### src/rtl/regaccess_pkg.sv
// Shared constants for the register-access SPI protocol: register map, frame layout
// and the initiator FSM state encoding.
package regaccess_pkg;

  localparam logic [6:0] REG_VERSION             = 7'h00;
  localparam logic [6:0] REG_STATUS_CONTROL      = 7'h01;
  localparam logic [6:0] REG_CHANNEL_SELECT_LOW  = 7'h02;
  localparam logic [6:0] REG_CHANNEL_SELECT_HIGH = 7'h03;
  localparam logic [6:0] REG_SAMPLE_RATE_DIVISOR = 7'h04;
  localparam logic [6:0] REG_LED_BRIGHTNESS      = 7'h05;
  localparam logic [6:0] REG_MODE                = 7'h0a;
  localparam logic [6:0] REG_SCRATCHPAD          = 7'h0d;

  localparam int         FRAME_BITS = 16;
  localparam int         RW_BIT     = 15;
  localparam logic [7:0] VERSION    = 8'h10;

  typedef enum logic [2:0] {
    ST_IDLE  = 3'd0,
    ST_SETUP = 3'd1,
    ST_SHIFT = 3'd2,
    ST_HOLD  = 3'd3,
    ST_GAP   = 3'd4
  } state_e;

endpackage

### src/rtl/spi_sclk_tick.sv
// Half-period timebase: pulses tick every CLK_DIV enabled cycles; restart forces the
// count back to zero so the first half-period after a restart is full length.
module spi_sclk_tick #(
  parameter int CLK_DIV = 4
) (
  input  logic clk,
  input  logic rst_n,
  input  logic en,
  input  logic restart,
  output logic tick
);

  localparam int CNT_W = (CLK_DIV > 1) ? $clog2(CLK_DIV) : 1;

  logic [CNT_W-1:0] cnt_q, cnt_d;

  assign tick = en && (cnt_q == CNT_W'(CLK_DIV - 1));

  always_comb begin
    cnt_d = cnt_q;
    if (restart)  cnt_d = '0;
    else if (tick) cnt_d = '0;
    else if (en)   cnt_d = cnt_q + CNT_W'(1);
  end

  always_ff @(posedge clk or negedge rst_n) begin
    if (!rst_n) cnt_q <= '0;
    else        cnt_q <= cnt_d;
  end

endmodule

### src/rtl/regaccess_spi_master.sv
// Mode-0 SPI initiator: one 16-bit {rw, regnum, data} frame per accepted start,
// returning the byte clocked in during the last 8 bits of a read.
module regaccess_spi_master
  import regaccess_pkg::*;
#(
  parameter int CLK_DIV = 4,
  parameter int SS_GAP  = 4
) (
  input  logic       clk,
  input  logic       rst_n,
  input  logic       start,
  input  logic       rw,
  input  logic [6:0] regnum,
  input  logic [7:0] wdata,
  output logic       busy,
  output logic       done,
  output logic [7:0] rdata,
  output logic       ss,
  output logic       sclk,
  output logic       mosi,
  input  logic       miso,
  output state_e     dbg_state
);

  localparam int GAP_W = (SS_GAP > 1) ? $clog2(SS_GAP) : 1;
  localparam logic [4:0] TOG_LAST = 5'(2 * FRAME_BITS - 1);

  state_e                state_q, state_d;
  logic [FRAME_BITS-1:0] sh_q, sh_d;
  logic [7:0]            rx_q, rx_d;
  logic [7:0]            rdata_q, rdata_d;
  logic [4:0]            tog_q, tog_d;
  logic [GAP_W-1:0]      gap_q, gap_d;
  logic                  rw_q, rw_d;
  logic                  busy_q, busy_d;
  logic                  done_q, done_d;
  logic                  ss_q, ss_d;
  logic                  sclk_q, sclk_d;
  logic                  mosi_q, mosi_d;
  logic                  accept;
  logic                  tick;

  assign accept = (state_q == ST_IDLE) && start && !busy_q;

  spi_sclk_tick #(.CLK_DIV(CLK_DIV)) u_tick (
    .clk     (clk),
    .rst_n   (rst_n),
    .en      (state_q != ST_IDLE),
    .restart (accept),
    .tick    (tick)
  );

  always_comb begin
    state_d = state_q;
    sh_d    = sh_q;
    rx_d    = rx_q;
    rdata_d = rdata_q;
    tog_d   = tog_q;
    gap_d   = gap_q;
    rw_d    = rw_q;
    busy_d  = busy_q;
    done_d  = 1'b0;
    ss_d    = ss_q;
    sclk_d  = sclk_q;
    mosi_d  = mosi_q;
    case (state_q)
      ST_IDLE: begin
        if (accept) begin
          sh_d    = {rw, regnum, (rw ? wdata : 8'h00)};
          rw_d    = rw;
          ss_d    = 1'b0;
          mosi_d  = rw;
          busy_d  = 1'b1;
          tog_d   = '0;
          state_d = ST_SETUP;
        end
      end
      ST_SETUP: begin
        if (tick) state_d = ST_SHIFT;
      end
      ST_SHIFT: begin
        if (tick) begin
          sclk_d = ~sclk_q;
          tog_d  = tog_q + 5'd1;
          if (!sclk_q) begin
            rx_d = {rx_q[6:0], miso};
          end else if (tog_q == TOG_LAST) begin
            state_d = ST_HOLD;
          end else begin
            // Next bit goes out on the falling edge, a full half-period before the slave samples it.
            sh_d   = sh_q << 1;
            mosi_d = sh_q[FRAME_BITS-2];
          end
        end
      end
      ST_HOLD: begin
        if (tick) begin
          ss_d    = 1'b1;
          mosi_d  = 1'b0;
          gap_d   = '0;
          state_d = ST_GAP;
        end
      end
      ST_GAP: begin
        if (gap_q == GAP_W'(SS_GAP - 1)) begin
          state_d = ST_IDLE;
          done_d  = 1'b1;
          busy_d  = 1'b0;
          if (!rw_q) rdata_d = rx_q;
        end else begin
          gap_d = gap_q + GAP_W'(1);
        end
      end
      default: state_d = ST_IDLE;
    endcase
  end

  always_ff @(posedge clk or negedge rst_n) begin
    if (!rst_n) begin
      state_q <= ST_IDLE;
      sh_q    <= '0;
      rx_q    <= '0;
      rdata_q <= 8'h00;
      tog_q   <= '0;
      gap_q   <= '0;
      rw_q    <= 1'b0;
      busy_q  <= 1'b0;
      done_q  <= 1'b0;
      ss_q    <= 1'b1;
      sclk_q  <= 1'b0;
      mosi_q  <= 1'b0;
    end else begin
      state_q <= state_d;
      sh_q    <= sh_d;
      rx_q    <= rx_d;
      rdata_q <= rdata_d;
      tog_q   <= tog_d;
      gap_q   <= gap_d;
      rw_q    <= rw_d;
      busy_q  <= busy_d;
      done_q  <= done_d;
      ss_q    <= ss_d;
      sclk_q  <= sclk_d;
      mosi_q  <= mosi_d;
    end
  end

  assign busy      = busy_q;
  assign done      = done_q;
  assign rdata     = rdata_q;
  assign ss        = ss_q;
  assign sclk      = sclk_q;
  assign mosi      = mosi_q;
  assign dbg_state = state_q;

endmodule

### config.mk
export PLATFORM = sky130hd
export DESIGN_NAME = regaccess_spi_master
export DESIGN_NICKNAME = d
export VERILOG_FILES = /design/src/rtl/regaccess_pkg.sv /design/src/rtl/spi_sclk_tick.sv /design/src/rtl/regaccess_spi_master.sv
export SDC_FILE = /design/constraint.sdc
export NUM_CORES = 1
export LEC_CHECK = 0
export CORE_ASPECT_RATIO = 1.75
export CORE_MARGIN = 8
export CORE_UTILIZATION = 30
export DETAILED_ROUTE_END_ITERATION = 7
export PLACE_DENSITY = 0.56
export SLEW_MARGIN = 20
export SYNTH_ARGS = -nofsm -noshare
export SYNTH_HDL_FRONTEND = slang
export SYNTH_SLANG_ARGS = --single-unit
### constraint.sdc
create_clock -name clk -period 1.9 [get_ports clk]
set_input_delay 0.38 -clock clk [delete_from_list [all_inputs] [get_ports clk]]
set_output_delay 0.38 -clock clk [all_outputs]
set_load 0.05 [all_outputs]
==> qor.yml <==
status: "completed"
fin_crit_ps: 1840
hp-class: "in -> async"
drive_gt1_share_pct: 34.0
cts_max_level: 2
dieArea_sq_mm: 0.0110
crit_path_start_kind: "flop"
path_cells: "clkdlybuf4s50_1"
fin_crit_sh_pct: 96.9
portBuffers: 35
track_usage_pct: 9.91
yosysMostFrequentCell: "dfrtp_1"
end_kind: "output pin"
synth_fp_nets: 234
busiest_layer: "met2"
clkTransAtPathRegs_ps: 70
avgSynthCellArea_sq_um: 11.2
yosys-top-cells-area: "dfrtp_1 51%, mux2_2 8.1%, a31oi_2 7.4%, nand2_1 5.1%, nor2_2 4.0%"
finalSetupViolations: 0
worstPathRequired_ps: 1520
routedWlPerCell_um: 14.6
finalClockSkew_ps: 5.40
use_met1_pct: 10.4
place_ws_ps: -131
routed_wl_um: 5040
nets: 279
arrival_ps: 1460
vias: 1694
cts_root_buffer: "clkbuf_16"
synth_area_leader_cell: "dfrtp_1"
grt_max_degree: 27
synth_common_cells: "48 x dfrtp_1, 32 x nand2_1, 17 x mux2_2"
p_leak_uw: 0.00140
area_growth_syn_to_layout_pct: 30.0
crit_fanout: 2
first_pass_iters: 4
synth_area_sq_mm: 0.00235
fmax_mhz: 543
met2_usage_pct: 17.2
cts_hold_buffers: 0
clk_latency_ps: 300
peakVddDrop_mv: 0.609
ys_types: 39
cap_violations: 0
grt_pass1_wl_um: 8910
gp_congestion: 0.732
power_uw: 2150
ys_async_sr_fraction_pct: 100
slowest_stage: "clkdlybuf4s50_1"
numCtsBuffers: 5
overflow: 0
slew_headroom_pct: 66.4
drv_slew: 0
drt_iter0_markers: 125
synth_seq_cells: 49
io_pins: 36
critPathMaxStageDelay_ps: 800
hold_viol: 0
yosysSeqAreaShare_pct: 52.2
worst_pin_slew_ps: 502
dp_hpwl_um: 3740
ys_warn_count: 0
grt_antenna_before_repair: 0
path_class: "reg -> out"
core_area_sq_mm: 0.00775
cpLargestDelayFamily: "buffers and inverters"
first_global_vias: 1834
cts_buffer_depth: 2
worst_slack_ps: 58.7
powerDensity_mw_per_mm2: 703
antenna_left: 0
initial_core_util_pct: 30.4
cts_resized: 0
synth_edf_count: 0
diodes: 0
crit_buf_inv: 1
whs_ps: 5.85
yosysTopAreaCellShare_pct: 51.0
path_depth: 1
rsz0062_at_grt: "false"
num_rows: 43
clock_sinks: 49
drc: 0
setup_tns_ps: 0
die_w_um: 83.0
via_per_inst: 4.90
cts_setup_buffers: 0
met3_usage_pct: 2.75
synth_ff_type: "dfrtp_1"
synthesis.instances: 210
tritoncts: "built"
r2r_cells: 8
die_y_um: 133
final timing paths:
kind | endpoint | from | slack [ps]
max in group asynchronous | ss | rst_n | 1330
max | rdata[3] | rdata[3] | 60
min reg2reg | rw_q | rw_q | 470
max reg2reg | sh_q[6] | tog_q[0] | 130
min in group clk | rw_q | rw_q | 470
min | rdata[7] | rst_n | 6
layer usage:
layer	vias to the layer above	wire length (um)
li1	829	-
met1	832	2120
met2	27	2620
met3	6	180
met4	0	122
met5	-	0
registers in the layout, summed over array words and instances (netlist names):
register      count
sh_q             15
rdata             8
rx_q              8
tog_q             5
dbg_state         3
gap_q             2
u_tick.cnt_q      2
busy              1
done              1
mosi              1
rw_q              1
sclk              1
ss                1
through the flow:
stage / instance area [sq um] / std cells / utilization (%)
after detailed placement: 2890 / 338 / 37.2
after CTS: 3060 / 346 / 39.5
final: 3060 / 346 / 39.5
after global placement: 2890 / 338 / 37.2
after floorplan: 2350 / 210 / -
after global routing: 3060 / 346 / 39.5
area by class of cell:
type	instances	area, sq um
repair buffers	50	493
inverters	4	15.0
flip-flops and latches	49	1230
fillers	792	4690
multi-input cells	145	1040
clock inverters	3	46.3
clock buffers	5	125
well taps	90	113
report_power, final:
| part | switching, uW | total, uW | internal [uW] | leakage [uW] |
|---|---|---|---|---|
| Combinational | 38.6 | 82.2 | 43.6 | 0.000679 |
| Clock | 401 | 1020 | 623 | 0.0000800 |
| Sequential | 0 | 1040 | 1040 | 0.000645 |
| Total | 440 | 2150 | 1710 | 0.00140 |
cell families (layout without fill, tap and decap cells):
logic type | Yosys count | count (layout) | synth area share [%]
and+or+nand+nor | 87 | 87 | 19.0
xor gates and xnor gates | 4 | 4 | 1.49
DFF | 49 | 49 | 52.2
AOI/OAI and AO/OA | 33 | 33 | 13.3
muxes | 17 | 17 | 8.13
adders and majority gates | 4 | 4 | 2.13
buffers and inverters | 16 | 62 | 3.77
placed cells by master (no fill, tap or decap), types with 5 or more instances in the layout:
cell type        count
nor2_2              15
o21ai_0              6
mux2_2              17
a31oi_2             14
dfrtp_1             48
nor2_1              10
nand2_1             32
buf_4               21
buf_12               5
clkdlybuf4s50_1     23
nand3_1             11
clkbuf_16            5
Note: power is estimated with default switching activity, not from simulation.
